==> src/rtl/kyber512_keccak_arbiter_if.sv <==
// Request/grant and hash-core handshake bundle for the Keccak arbiter.
// master: arbiter side; slave: requesters and hash core side.
interface kyber512_keccak_arbiter_if #(
  parameter int NUM_REQ = 4,
  parameter int SEL_W   = 2,
  parameter int MODE_W  = 2
);
  logic [NUM_REQ-1:0]        i_req;
  logic [NUM_REQ*MODE_W-1:0] i_mode;
  logic [NUM_REQ-1:0]        o_grant;
  logic [NUM_REQ-1:0]        o_done;
  logic                      o_core_start;
  logic [MODE_W-1:0]         o_core_mode;
  logic [SEL_W-1:0]          o_core_sel;
  logic                      i_core_done;
  logic                      o_busy;
  logic                      o_timeout_err;

  modport master (
    input  i_req, i_mode, i_core_done,
    output o_grant, o_done, o_core_start,
    output o_core_mode, o_core_sel,
    output o_busy, o_timeout_err
  );

  modport slave (
    output i_req, i_mode, i_core_done,
    input  o_grant, o_done, o_core_start,
    input  o_core_mode, o_core_sel,
    input  o_busy, o_timeout_err
  );
endinterface

==> src/rtl/kyber512_keccak_arbiter.sv <==
// Shares one Keccak core between NUM_REQ requesters (round-robin, timeout guard).
// Ports: clk, rst_n (async, active-low), bus (master modport).
// Optional: KYBER_ARB_PRIORITY_EN gives requester 0 absolute priority.
module kyber512_keccak_arbiter #(
  parameter int NUM_REQ     = 4,
  parameter int SEL_W       = 2,
  parameter int MODE_W      = 2,
  parameter int TIMEOUT_CYC = 4096,
  parameter int TO_W        = 13
) (
  input logic clk,
  input logic rst_n,
  kyber512_keccak_arbiter_if.master bus
);
  localparam logic [1:0] S_IDLE = 2'd0;
  localparam logic [1:0] S_WAIT = 2'd1;
  localparam logic [1:0] S_REL  = 2'd2;
  localparam logic [TO_W-1:0] TO_LAST =
    TO_W'(TIMEOUT_CYC - 1);

  logic [1:0]         state;
  logic [SEL_W-1:0]   rr;
  logic [SEL_W-1:0]   sel;
  logic [SEL_W-1:0]   win;
  logic [SEL_W-1:0]   sel_nxt;
  logic [SEL_W-1:0]   rr_nxt;
  logic [TO_W-1:0]    cnt;
  logic [NUM_REQ-1:0] grant;
  logic [NUM_REQ-1:0] done;
  logic [NUM_REQ-1:0] rmask;
  logic [MODE_W-1:0]  mode;
  logic [MODE_W-1:0]  win_mode;
  logic               start;
  logic               busy;
  logic               err;
  logic               found;

  assign sel_nxt = (sel == SEL_W'(NUM_REQ - 1)) ?
                   '0 : sel + SEL_W'(1);

`ifdef KYBER_ARB_PRIORITY_EN
  // pointer only follows grants of the shared requesters
  assign rr_nxt = (sel == '0) ? rr : sel_nxt;
`else
  assign rr_nxt = sel_nxt;
`endif

  // two passes: indices >= rr first, then the wrapped-around ones
  always_comb begin
    rmask    = bus.i_req;
    found    = 1'b0;
    win      = '0;
    win_mode = '0;
`ifdef KYBER_ARB_PRIORITY_EN
    if (bus.i_req[0]) begin
      found    = 1'b1;
      win_mode = bus.i_mode[MODE_W-1:0];
    end
    rmask[0] = 1'b0;
`endif
    for (int k = 0; k < NUM_REQ; k++) begin
      if (!found && rmask[k] && SEL_W'(k) >= rr) begin
        found    = 1'b1;
        win      = SEL_W'(k);
        win_mode = bus.i_mode[k*MODE_W +: MODE_W];
      end
    end
    for (int k = 0; k < NUM_REQ; k++) begin
      if (!found && rmask[k]) begin
        found    = 1'b1;
        win      = SEL_W'(k);
        win_mode = bus.i_mode[k*MODE_W +: MODE_W];
      end
    end
  end

  always_ff @(posedge clk or negedge rst_n) begin
    if (!rst_n) begin
      state <= S_IDLE;
      rr    <= '0;
      sel   <= '0;
      mode  <= '0;
      cnt   <= '0;
      grant <= '0;
      done  <= '0;
      start <= 1'b0;
      busy  <= 1'b0;
      err   <= 1'b0;
    end else begin
      start <= 1'b0;
      done  <= '0;
      unique case (state)
        S_IDLE: begin
          if (found) begin
            state <= S_WAIT;
            grant <= NUM_REQ'(1) << win;
            start <= 1'b1;
            sel   <= win;
            mode  <= win_mode;
            busy  <= 1'b1;
            cnt   <= '0;
          end
        end
        S_WAIT: begin
          cnt <= cnt + TO_W'(1);
          // a done coincident with start belongs to no job
          if (bus.i_core_done && !start) begin
            state <= S_REL;
            done  <= grant;
            grant <= '0;
            rr    <= rr_nxt;
          end else if (cnt == TO_LAST) begin
            state <= S_IDLE;
            grant <= '0;
            busy  <= 1'b0;
            err   <= 1'b1;
            rr    <= rr_nxt;
          end
        end
        S_REL: begin
          state <= S_IDLE;
          busy  <= 1'b0;
        end
        default: state <= S_IDLE;
      endcase
    end
  end

  assign bus.o_grant       = grant;
  assign bus.o_done        = done;
  assign bus.o_core_start  = start;
  assign bus.o_core_mode   = mode;
  assign bus.o_core_sel    = sel;
  assign bus.o_busy        = busy;
  assign bus.o_timeout_err = err;
endmodule
==> src/flat_wrapper.sv <==
// flat-port wrapper written by rule: the top's interface ports become plain ports
module kyber512_keccak_arbiter_flat 
#(
  parameter int NUM_REQ     = 4,
  parameter int SEL_W       = 2,
  parameter int MODE_W      = 2,
  parameter int TIMEOUT_CYC = 4096,
  parameter int TO_W        = 13
)
  (clk, rst_n, bus_i_req, bus_i_mode, bus_i_core_done, bus_o_grant, bus_o_done, bus_o_core_start, bus_o_core_mode, bus_o_core_sel, bus_o_busy, bus_o_timeout_err);
  kyber512_keccak_arbiter_if #(.NUM_REQ(NUM_REQ), .SEL_W(SEL_W), .MODE_W(MODE_W)) bus_i ();
  input logic clk;
  input logic rst_n;
  input wire logic [$bits(bus_i.i_req)-1:0] bus_i_req;
  input wire logic [$bits(bus_i.i_mode)-1:0] bus_i_mode;
  input wire logic [$bits(bus_i.i_core_done)-1:0] bus_i_core_done;
  output wire logic [$bits(bus_i.o_grant)-1:0] bus_o_grant;
  output wire logic [$bits(bus_i.o_done)-1:0] bus_o_done;
  output wire logic [$bits(bus_i.o_core_start)-1:0] bus_o_core_start;
  output wire logic [$bits(bus_i.o_core_mode)-1:0] bus_o_core_mode;
  output wire logic [$bits(bus_i.o_core_sel)-1:0] bus_o_core_sel;
  output wire logic [$bits(bus_i.o_busy)-1:0] bus_o_busy;
  output wire logic [$bits(bus_i.o_timeout_err)-1:0] bus_o_timeout_err;
  assign bus_i.i_req = bus_i_req;
  assign bus_i.i_mode = bus_i_mode;
  assign bus_i.i_core_done = bus_i_core_done;
  assign bus_o_grant = bus_i.o_grant;
  assign bus_o_done = bus_i.o_done;
  assign bus_o_core_start = bus_i.o_core_start;
  assign bus_o_core_mode = bus_i.o_core_mode;
  assign bus_o_core_sel = bus_i.o_core_sel;
  assign bus_o_busy = bus_i.o_busy;
  assign bus_o_timeout_err = bus_i.o_timeout_err;
  kyber512_keccak_arbiter #(.NUM_REQ(NUM_REQ), .SEL_W(SEL_W), .MODE_W(MODE_W), .TIMEOUT_CYC(TIMEOUT_CYC), .TO_W(TO_W)) u_core (.clk(clk), .rst_n(rst_n), .bus(bus_i));
endmodule
==> config.mk <==
export PLATFORM = sky130hd
export DESIGN_NAME = kyber512_keccak_arbiter_flat
export DESIGN_NICKNAME = d
export VERILOG_FILES = /design/src/rtl/kyber512_keccak_arbiter_if.sv /design/src/rtl/kyber512_keccak_arbiter.sv /design/src/flat_wrapper.sv
export SDC_FILE = /design/constraint.sdc
export NUM_CORES = 1
export LEC_CHECK = 0
export ABC_CLOCK_PERIOD_IN_PS = 2600
export CAP_MARGIN = 40
export CORE_MARGIN = 2
export CORE_UTILIZATION = 55
export CTS_BUF_LIST = sky130_fd_sc_hd__clkbuf_8
export DETAILED_ROUTE_END_ITERATION = 10
export GPL_ROUTABILITY_DRIVEN = 0
export PLACE_DENSITY = 0.82
export SYNTH_ARGS = -nofsm -noshare
export SYNTH_HDL_FRONTEND = slang
export SYNTH_SLANG_ARGS = --single-unit
==> constraint.sdc <==
create_clock -name clk -period 2.6 [get_ports clk]
set_input_delay 0.39 -clock clk [delete_from_list [all_inputs] [get_ports clk]]
set_output_delay 0.39 -clock clk [all_outputs]
set_load 0.005 [all_outputs]
Word level (Yosys, flattened, before mapping) --
Cells that the tools add are included.
Storage, ports and cells: output and inout bits 15, input bits 15, flip-flop bits (word level) 32, word-level logic and storage cells 101
Operators by class: add/subtract/negate cells 2, reduce and logical (&&, ||, !) cells 31, order comparisons 4, equal/unequal tests 8, bitwise logic cells 1, shift operators 1, muxes and demuxes 44
Operators by type and width (count):
- $mux W2 | 20
- $pmux W13 S2 | 1
- $mux W4 | 5
- $mux W1 | 14
- $add A13 B1 Y13 const B | 1
- $eq A13 B12 Y1 const B | 1
- $mux W13 | 1
- $logic_and A1 B1 Y1 | 12
- $logic_not A1 Y1 | 8
- $pmux W4 S2 | 1
- $reduce_and A2 Y1 | 4
- $reduce_and A3 Y1 | 2
- $eq A2 B2 Y1 const B | 2
- $ge A1 B2 Y1 const A | 2
- $ge A2 B2 Y1 const A | 2
- $ne A2 B1 Y1 const B | 2
- $pmux W2 S2 | 1
- $reduce_and A4 Y1 | 1
- $reduce_bool A2 Y1 | 2
- $shl A1 B2 Y4 const A | 1
- $ne A3 B1 Y1 const B | 1
- $pmux W1 S3 | 1
- $reduce_bool A3 Y1 | 1
- $add A2 B1 Y2 const B | 1
- 4 further kinds | 4

Logic depth before layout (Yosys ltp) --
depth in word-level cells 30, gate-level depth with buffers 9, depth with buffers taken out 7

Worst setup path after synthesis --
No wires, ideal clock.
kind register to register, start register u_core.state[1], end register u_core.cnt[8], data required time 2.522 ns, arrival 1.550 ns, buffers on the path 1, setup time 0.078 ns, setup slack 0.972 ns, cell stages (with the launch flop) 8, clock period less this slack 1.628 ns, cells stage by stage dfrtp_1 > inv_1 > ha_1 > buf_2 > nor2_1 > a21o_1 > or3_2 > a21oi_1
Between the ends: word-level cells in the longest chain between the ends 3, elaborated cells on any way between the ends 6, classes of those cells eq/ne: 2; mux: 1; reduce/logical: 3
RTL lines:
- start, declared | RTL line kyber512_keccak_arbiter.sv:21 | logic [1:0] state;
- start signal, assigned | RTL line kyber512_keccak_arbiter.sv:79 | state <= S_IDLE;
- start signal, assigned | RTL line kyber512_keccak_arbiter.sv:95 | state <= S_WAIT;
- start signal, assigned | RTL line kyber512_keccak_arbiter.sv:108 | state <= S_REL;
- $eq A2 B1 Y1 / $logic_not A2 Y1 (equally long branches) | RTL line kyber512_keccak_arbiter.sv:92 | unique case (state)
- $reduce_bool A2 Y1 (no source line) / $ne A2 B1 Y1 (equally long branches)
- $reduce_and A2 Y1 (no source line)
- end signal, assigned | RTL line kyber512_keccak_arbiter.sv:105 | cnt <= cnt + TO_W'(1);
- end, declared | RTL line kyber512_keccak_arbiter.sv:27 | logic [TO_W-1:0] cnt;
Parallel ways exist; a longest one is shown, timed or not. A chain may end at the register's enable or synchronous reset.

Worst setup path after layout --
start input bus_i_req[2], end register u_core.cnt[6]
Between the ends: word-level cells in the longest chain between the ends 21
RTL lines:
- start, declared | RTL line flat_wrapper.sv:14 | input wire logic [$bits(bus_i.i_req)-1:0] bus_i_req;
- $logic_and A1 B1 Y1 (2 in a row) | RTL line kyber512_keccak_arbiter.sv:62 | if (!found && rmask[k] && SEL_W'(k) >= rr) begin
- $mux W1 | RTL line kyber512_keccak_arbiter.sv:62
- $logic_not A1 Y1 | RTL line kyber512_keccak_arbiter.sv:62
- $logic_and A1 B1 Y1 (2 in a row) | RTL line kyber512_keccak_arbiter.sv:62
- $mux W1 | RTL line kyber512_keccak_arbiter.sv:62
- $logic_not A1 Y1 | RTL line kyber512_keccak_arbiter.sv:69 | if (!found && rmask[k]) begin
- $logic_and A1 B1 Y1 | RTL line kyber512_keccak_arbiter.sv:69
- $mux W1 | RTL line kyber512_keccak_arbiter.sv:69
- (+3 left out)
- $logic_not A1 Y1 | RTL line kyber512_keccak_arbiter.sv:69
- $logic_and A1 B1 Y1 | RTL line kyber512_keccak_arbiter.sv:69
- $mux W1 * | RTL line kyber512_keccak_arbiter.sv:69
- $logic_not A1 Y1 | RTL line kyber512_keccak_arbiter.sv:69
- $logic_and A1 B1 Y1 | RTL line kyber512_keccak_arbiter.sv:69
- $mux W1 * | RTL line kyber512_keccak_arbiter.sv:69
- $ne A2 B1 Y1 (no source line) *
- $reduce_and A2 Y1 (no source line) *
Mark *: on every way between the ends. The rest lies on a longest branch, timed or not.

==> impl_metrics.tcl <==
set metrics [dict create \
    finalSetupViolCount 0 \
    cts_root_buffer "sky130_fd_sc_hd__clkbuf_8" \
    fmax_mhz 474 \
    pin_count 30 \
    worst_hold_path_type "flop to flop" \
    clock_power_share 0.226 \
    critPathKind "input port to flop" \
    fin_util 0.729 \
    routed_wl_um 3920 \
    finClkSkew_ns 0.00679 \
    critical_path.n_buffers_inverters 1 \
    crit_path_max_fanout 11 \
    clk_path_buf_depth 2 \
    wl_per_cell_um 15.0 \
    num-nets-final 236 \
    grt_overflow_total 0 \
    synth_async_sr_flop_share 1.00 \
    crit_path_top_delay_cell "sky130_fd_sc_hd__nor4_2" \
    setup.reg_to_reg.worst_slack_ns 0.61 \
    r2r_cells 6 \
    critPathLaunchType "input port" \
    netSwitchingFraction 0.372 \
    tritoncts_clock_tree "yes" \
    critical_path_arrival_ns 2.24 \
    placementRows 20 \
    drtAntennaViolNets 0 \
    p_switching_uw 855 \
    timing.max_slew.rel_slack 0.468 \
    place.detailed.hpwl_um 2890 \
    cts_num_sinks 32 \
    grt_util_all_layers 0.242 \
    power.density_cell_area_nw_per_um2 1020 \
    core_area_um2 3100 \
    flow.area_growth_from_synthesis_pct 24.8 \
    grt_setup_unrepaired "no" \
    crit_path_start "bus_i_req[2]" \
    fin_total_pwr_uw 2300 \
    postSynthNetCount 206 \
    edff_count_synth 0 \
    hold_path.startpoint "u_core.bus.o_timeout_err" \
    cellInternalPower_uw 1440 \
    share_seq_of_total_power 0.332 \
    detail_route.drc_violations 0 \
    crit_family "simple AND/OR/NAND/NOR gates" \
    grt_start_max_net_pins 33 \
    cts-hold-fix-buffers 0 \
    drv.max_cap_violation_count 0 \
    yosysWarnings 0 \
    synth_cell_type_count 48 \
    layout_worst_path_cycle_share 0.811 \
    floorplan.die.height_um 61.4 \
    clock_tree.htree_level_count 2 \
    mappedNetlistArea_um2 1810 \
    critical_path_required_ns 2.73 \
    routed-via-count 1528 \
    post_synth_inst_count 187 \
    rr_endpoint "u_core.cnt[8]" \
    post_synth.cell_area_avg_um2 9.70 \
    dr.pass1.iters 4 \
    rr_startpoint "u_core.state[1]" \
    min_delay_path_depth 1 \
    cts.repair_timing.setup_buffer_count 0 \
    die_w_um 61.4 \
    worst_setup_path_end_kind "flop" \
    status "complete, no violations" \
    cts_buffers 5 \
    grt_pass1_wl_um 6580 \
    worst_pin_slew_ns 0.795 \
    crit_chain "clkdlybuf4s50_1, nor4_2, a21o_1, nor3_1, xnor2_1, nor2_1" \
    final_period_minus_worst_setup_slack_ns 2.11 \
    port_buffers 29 \
    start_util 0.584 \
    power.static_leakage_uw 0.000973 \
    max_stage_delay_ns 0.62 \
    pre_cts_ws_ns 0.229 \
    route.detailed.vias_per_inst 5.83 \
    number_of_antenna_violations_at_the_first_check_in_global_routing 0 \
    drive_above_1_share 0.119 \
    register_area_share_after_synthesis 0.442 \
    peak_supply_drop_v 0.000473 \
    postSynth.topFlopCell "sky130_fd_sc_hd__dfrtp_1" \
    hold-path-endpoint "u_core.bus.o_timeout_err" \
    ffs_latches_synth 32 \
    clk-insertion-delay-late_ns 0.29 \
    vias_in_the_first_global_route 1452 \
    cts_resized 0 \
    timing_max_transition_violations_final 0 \
    timing_hold_violations_final 0 \
    postLayoutSetupSlackWorst_ns 0.492 \
    number_of_cells_after_detailed_placement 254 \
    fp.dieArea_um2 3770 \
    clk_pin_slew_ns 0.06 \
    diodes 0 \
    setup-tns-final_ns 0 \
    drt_iter0_markers 83 \
    comb_power_share 0.442 \
    layout.cells.non_filler 262 \
]
[stage by stage]
| step | hold WS, ns | instance area, µm² |
|---|---|---|
| floorplan | 0.0944 | 1810 |
| global placement | 0.452 | 2140 |
| detailed placement | 0.456 | 2140 |
| CTS | 0.469 | 2260 |
| global route | 0.485 | 2260 |
| finish | 0.465 | 2260 |
[worst register-to-register path, delay by kind of cell, from the launching register on]
kind | cells | cell delay (ns)
simple gates | 2 | 0.60
compound gates | 2 | 0.44
flops | 1 | 0.39
fa+ha+maj | 1 | 0.39
buf+inv | 1 | 0.08
[layer usage]
metal	GRT usage	share of wire
met5	0	0
met4	0.0881	0.016
met3	0.0567	0.046
met2	0.429	0.53
met1	0.286	0.41
[state kept, by name, indices dropped and copies added (netlist names)]
signal	count
u_core.bus.o_busy	1
u_core.bus.o_timeout_err	1
u_core.bus.o_grant	4
u_core.rr	2
u_core.bus.o_core_sel	2
u_core.bus.o_core_mode	2
u_core.cnt	13
u_core.bus.o_core_start	1
u_core.state	2
u_core.bus.o_done	4
[worst max path at each step]
| stage | cells after the start | slack [ns] | end |
|---|---|---|---|
| floorplan | 7 | 0.97 | u_core.cnt[8] |
| global placement | 6 | 0.30 | u_core.cnt[10] |
| detailed placement | 6 | 0.23 | u_core.bus.o_grant[2] |
| CTS | 6 | 0.52 | u_core.cnt[6] |
| global route | 6 | 0.32 | u_core.cnt[4] |
| finish | 6 | 0.49 | u_core.cnt[6] |
[cell families after synthesis]
logic type | synth area share
adders and majority gates | 0.0276
AOI/OAI and AO/OA | 0.206
buffers and inverters | 0.0414
and+or+nand+nor | 0.217
muxes | 0.0235
DFF | 0.442
xor gates and xnor gates | 0.0435
[final cells by class]
type	count	area (µm²)
well taps	44	55.1
multi-input cells	138	937
fillers	240	841
clock buffers	7	96.3
inverters	8	30.0
repair buffers	32	313
flip-flops and latches	32	801
clock inverters	1	30.0
[power by group through the flow]
stage | Combinational (µW) | Clock, µW | Sequential (µW)
floorplan | 700 | 0 | 731
global placement | 964 | 0 | 759
detailed placement | 1010 | 0 | 767
CTS | 1020 | 522 | 761
global route | 1120 | 546 | 783
finish | 1020 | 519 | 762
[cells in the final DEF, fill, tap and decap left out, types with 5 or more instances in the layout]
| cell type | instances |
|---|---|
| sky130_fd_sc_hd__dfrtp_1 | 32 |
| sky130_fd_sc_hd__nand3_1 | 7 |
| sky130_fd_sc_hd__xor2_1 | 6 |
| sky130_fd_sc_hd__clkbuf_8 | 7 |
| sky130_fd_sc_hd__clkdlybuf4s50_1 | 29 |
| sky130_fd_sc_hd__nor2_1 | 17 |
| sky130_fd_sc_hd__inv_1 | 8 |
| sky130_fd_sc_hd__nand2_1 | 20 |
| sky130_fd_sc_hd__a21oi_1 | 8 |
| sky130_fd_sc_hd__o21ai_0 | 8 |
| sky130_fd_sc_hd__nor3_1 | 5 |
[synthesized netlist by cell type (all sizes together), types with 3 or more instances]
master  count  area, µm²
ha          4       50.1
nand2      21       81.3
nor3        6       41.3
o21ai      10       50.1
o211ai      3       22.5
nand3       7       35.0
dfrtp      32        801
buf         7       37.5
a21oi       8       40.0
and3        3       18.8
nor2       17       63.8
nor2b       3       18.8
xnor2       3       26.3
nand4       4       40.0
o21bai      3       22.5
a22o        4       36.3
and2        4       25.0
inv         8       30.0
a32o        3       30.0
xor2        6       52.6
nand2b      4       25.0
a211oi      3       27.5
(Power assumes the default switching activity.)
